===== src/rtl/queue.sv =====
// queue: synchronous FIFO with registered outputs and register-array storage.
// A pop returns the oldest stored word on DATA_OUT one cycle after the accepting edge.
// Pointers wrap modulo DEPTH by natural overflow; COUNT separates full from empty.
// Optional macro QUEUE_ERR_FLAGS_EN adds the CLR_ERR input and the sticky
// OVERFLOW / UNDERFLOW outputs. Without it, rejected requests are dropped silently.

module queue #(
    parameter int DATA_WIDTH = 2,
    parameter int DEPTH      = 16
) (
    input  logic                    CLK,
    input  logic                    RST,
    input  logic                    PUSH,
    input  logic                    POP,
    input  logic [DATA_WIDTH-1:0]   DATA_IN,
    output logic [DATA_WIDTH-1:0]   DATA_OUT,
    output logic                    FULL,
    output logic                    EMPTY,
    output logic [$clog2(DEPTH):0]  COUNT
`ifdef QUEUE_ERR_FLAGS_EN
    ,
    input  logic                    CLR_ERR,
    output logic                    OVERFLOW,
    output logic                    UNDERFLOW
`endif
);

    localparam int PTR_W = $clog2(DEPTH);
    localparam int CNT_W = PTR_W + 1;

    logic [DATA_WIDTH-1:0] mem [DEPTH];

    logic [PTR_W-1:0]      wrPtr_q, wrPtr_d;
    logic [PTR_W-1:0]      rdPtr_q, rdPtr_d;
    logic [CNT_W-1:0]      count_q, count_d;
    logic [DATA_WIDTH-1:0] dataOut_q, dataOut_d;
    logic                  full_q, full_d;
    logic                  empty_q, empty_d;

    logic popOk;
    logic pushOk;

    // When the queue is full, a push is accepted only if a pop frees a slot on the same edge.
    always_comb begin
        popOk     = POP & ~empty_q;
        pushOk    = PUSH & (~full_q | popOk);
        wrPtr_d   = pushOk ? wrPtr_q + 1'b1 : wrPtr_q;
        rdPtr_d   = popOk  ? rdPtr_q + 1'b1 : rdPtr_q;
        dataOut_d = popOk  ? mem[rdPtr_q]   : dataOut_q;
        count_d   = count_q + {{PTR_W{1'b0}}, pushOk} - {{PTR_W{1'b0}}, popOk};
        full_d    = (count_d == CNT_W'(DEPTH));
        empty_d   = (count_d == '0);
    end

    // Storage array is not reset. When the queue is full and both requests are accepted,
    // the read and the write hit the same slot. The read sees the old word because of
    // the non-blocking write.
    always_ff @(posedge CLK) begin
        if (pushOk && !RST) begin
            mem[wrPtr_q] <= DATA_IN;
        end
    end

    // Pointers, occupancy, flags and the output word. Reset is asynchronous and
    // clears all of them at once.
    always_ff @(posedge CLK or posedge RST) begin
        if (RST) begin
            wrPtr_q   <= '0;
            rdPtr_q   <= '0;
            count_q   <= '0;
            dataOut_q <= '0;
            full_q    <= 1'b0;
            empty_q   <= 1'b1;
        end else begin
            wrPtr_q   <= wrPtr_d;
            rdPtr_q   <= rdPtr_d;
            count_q   <= count_d;
            dataOut_q <= dataOut_d;
            full_q    <= full_d;
            empty_q   <= empty_d;
        end
    end

    assign DATA_OUT = dataOut_q;
    assign FULL     = full_q;
    assign EMPTY    = empty_q;
    assign COUNT    = count_q;

`ifdef QUEUE_ERR_FLAGS_EN
    logic overflow_q, overflow_d;
    logic underflow_q, underflow_d;

    // Sticky error flags. A set event on the same edge as CLR_ERR takes priority over the clear.
    always_comb begin
        overflow_d  = (PUSH & ~pushOk) | (overflow_q  & ~CLR_ERR);
        underflow_d = (POP & empty_q)  | (underflow_q & ~CLR_ERR);
    end

    // Error flag registers are cleared by reset together with the queue state.
    always_ff @(posedge CLK or posedge RST) begin
        if (RST) begin
            overflow_q  <= 1'b0;
            underflow_q <= 1'b0;
        end else begin
            overflow_q  <= overflow_d;
            underflow_q <= underflow_d;
        end
    end

    assign OVERFLOW  = overflow_q;
    assign UNDERFLOW = underflow_q;
`endif

endmodule


===== config.mk =====
export PLATFORM = sky130hd
export DESIGN_NAME = queue
export DESIGN_NICKNAME = d
export VERILOG_FILES = /design/src/rtl/queue.sv
export SDC_FILE = /design/constraint.sdc
export NUM_CORES = 1
export LEC_CHECK = 0
export BUFFER_PORTS_ARGS = -buffer_cell sky130_fd_sc_hd__buf_4
export CAP_MARGIN = 20
export CORE_UTILIZATION = 40
export DETAILED_ROUTE_END_ITERATION = 10
export GPL_TIMING_DRIVEN = 1
export SETUP_SLACK_MARGIN = 0.05
export SLEW_MARGIN = 20
export SYNTH_ARGS = -nofsm -noshare
export SYNTH_HDL_FRONTEND = slang
export SYNTH_SLANG_ARGS = --single-unit

===== constraint.sdc =====
create_clock -name CLK -period 3.5 [get_ports CLK]
set_input_delay 0.525 -clock CLK [delete_from_list [all_inputs] [get_ports CLK]]
set_output_delay 0.525 -clock CLK [all_outputs]
set_load 0.01 [all_outputs]

==> flow_summary.toml <==
[cells_and_area]
area_growth_pct = 13.56
num_antenna_cells = 0
drive_above_1_share_pct = 15.29
finalNetCount = 186

[synth]
ys.flop_type = "edfxtp_1"
ys_ff_latch = 49
synth_area_um2 = 2205
synth_cells = 154
avgSynthCellArea_um2 = 14.32
synth-seq-area-share_pct = 62.94
synth_cell_types = 32
synth_nets = 171
async_flop_share_pct = 34.69
synth_warnings = 0
synth_edf_count = 32

[drt]
drc_errors = 0
initialDrtViolationCount = 47
drt_pass1_iterations = 4
wire_per_inst_um = 15.13
via_per_inst = 5.050
vias = 1212
wirelength_mm = 3.630
ant_nets = 0

[die]
fp.dieH_um = 76.24
placement_rows = 26
io_pins = 15
dieArea_um2 = 5813
start_util_pct = 42.36
fp.dieW_um = 76.24
coreArea_um2 = 5205

[timing]
setup_viol = 0
finalHoldViolations = 0
max_slew_margin_pct = 56.48
max_freq_ghz = 0.3363
rsz0062_at_grt = "false"
finClkSkew_ns = 0.008312
worst_slew_pin_slew_ns = 0.6521
post-route-period-util_pct = 84.96
final.setup.tns_ns = 0
period_needed_ns = 2.974
maxSlewViolCount = 0

[placed_design]
dp_hpwl_mm = 2.691
gp_congestion = 0.7677
portBuffers = 14

[worst_setup_path]
required_ns = 3.70
worstSetupStartpointType = "flop"
cp_max_fo = 8
worstPathArrival_ns = 3.18
worstSetupEndpointType = "flop"
crit_type = "reg2reg"

[clocking]
post_cts_resized = 0
cts_made_buffers = 5
clk_pin_slew_ns = 0.09
cts_tree = "yes"
cts_root_buffer = "clkbuf_8"
ctsLongestPathBuffers = 2
post_cts_buffers = 0
cts.sinks = 49
hold_buffers = 0
htree_levels = 2
clock_latency_ns = 0.30

[flow_run]
maxCapViolations = 0

[grt]
grt_pass1_vias = 1267
antenna_found_initial = 0
grt_pass1_wl_mm = 6.127
grt_max_degree = 18
grt_overflow = 0
grtUsageTotal_pct = 13.82

[power_and_ir_drop]
power_density_nw_per_um2 = 847.1
total_leakage_power_nw = 0.9829
peakVddDrop_v = 0.0002922
power_mw = 2.121

[run_status]
outcome = "complete, no violations"

[worst_hold_path]
hp-class = "in2async"
[per-layer routing]
layer  track usage (%)  part of all wire (%)  vias to the layer above
met4             4.615                   1.3                        0
met2             22.70                    49                       14
met3             3.593                   2.5                        7
met1             17.80                    47                      611
met5                 0                     0                        -
li1                  -                     -                      580
[path summary, 6_finish.rpt]
check,from,end,slack (ns),cells past startpoint
max reg2reg,EMPTY$_DFF_PP1_,EMPTY$_DFF_PP1_,0.53,12
max,EMPTY$_DFF_PP1_,EMPTY$_DFF_PP1_,0.53,12
min reg2reg,DATA_OUT[1]$_DFFE_PP0P_,DATA_OUT[1]$_DFFE_PP0P_,0.52,2
min,RST,FULL$_DFF_PP0_,0.32,2
max in group asynchronous,RST,wrPtr_q[3]$_DFFE_PP0P_,2.76,2
min in group CLK,DATA_OUT[1]$_DFFE_PP0P_,DATA_OUT[1]$_DFFE_PP0P_,0.52,2
[power by group]
group / internal [mW] / switching [mW] / total (mW) / leakage [nW]
Combinational: 0.382 / 0.357 / 0.739 / 0.425
Sequential: 0.747 / 0.163 / 0.910 / 0.489
Clock: 0.287 / 0.185 / 0.472 / 0.0687
Total: 1.42 / 0.704 / 2.12 / 0.983
[sequential cells by signal, summed over array words and instances, names as in the netlist]
signal,cells
COUNT,5
rdPtr_q,4
FULL,1
mem,32
EMPTY,1
wrPtr_q,4
DATA_OUT,2
[cell usage after synthesis, types with 3 or more instances]
cell | n | area share, %
inv_1 | 14 | 2.4
nor2_1 | 16 | 2.7
dfrtp_1 | 16 | 18
nand2_1 | 12 | 2.0
nor3_1 | 4 | 0.91
xnor2_1 | 8 | 3.2
nand2b_1 | 3 | 0.85
mux4_1 | 7 | 8.3
ha_1 | 10 | 5.7
a21oi_1 | 3 | 0.68
edfxtp_1 | 32 | 44
[worst max-delay path, cell delays in order (launching register included)]
cell,delay (ns)
dfstp_2,0.38
nand2b_1,0.25
a21oi_1,0.44
inv_1,0.09
ha_1,0.28
inv_1,0.06
ha_1,0.17
inv_1,0.06
fa_1,0.39
nor2b_1,0.12
o21ai_0,0.15
nor3b_1,0.18
nor4_1,0.31
[layout make-up]
type | count | area (um^2)
Inverter | 14 | 52.55
Multi-Input combinational cell | 85 | 733.2
Fill cell | 465 | 2701
Tap cell | 70 | 87.58
Sequential cell | 49 | 1388
Clock buffer | 5 | 68.82
Timing Repair Buffer | 14 | 105.1
Clock inverter | 3 | 68.82
[per-stage QoR]
stage / cell area (um^2) / std cells / hold slack (ns) / utilization, % / setup WS [ns]
2_1_floorplan: 2205 / 154 / 0.4503 / - / 0.7444
3_3_place_gp: 2366 / 232 / 0.4846 / 45.46 / 0.4655
3_5_place_dp: 2366 / 232 / 0.5017 / 45.46 / 0.3507
4_1_cts: 2504 / 240 / 0.3324 / 48.10 / 0.4997
5_1_grt: 2504 / 240 / 0.3607 / 48.10 / 0.2370
6_report: 2504 / 240 / 0.3162 / 48.10 / 0.5263
[layout by cell type (no fill, tap or decap), drive strengths merged, types with 2 or more instances in the layout]
master,netlist,routed
a21oi,3,3
ha,10,10
nor4,2,2
nand3,2,2
o21ai,2,2
nor2,16,16
dfrtp,16,16
nand4,2,2
nor3,4,4
xnor2,8,8
nand2,12,12
nand2b,3,3
clkbuf,2,5
bufinv,0,2
edfxtp,32,32
buf,4,14
or3,2,2
mux4,9,9
inv,14,15
[logic make-up after synthesis]
logic type                 Yosys count  synth area share (%)
DFF                                 49                 62.94
and+or+nand+nor                     46                 9.592
buffers and inverters               20                 3.802
muxes                               11                 11.35
adders and majority gates           11                 6.583
xor gates and xnor gates             9                 3.576
AOI/OAI and AO/OA                    8                 2.157
No activity file was read; power rests on OpenSTA's default activity.
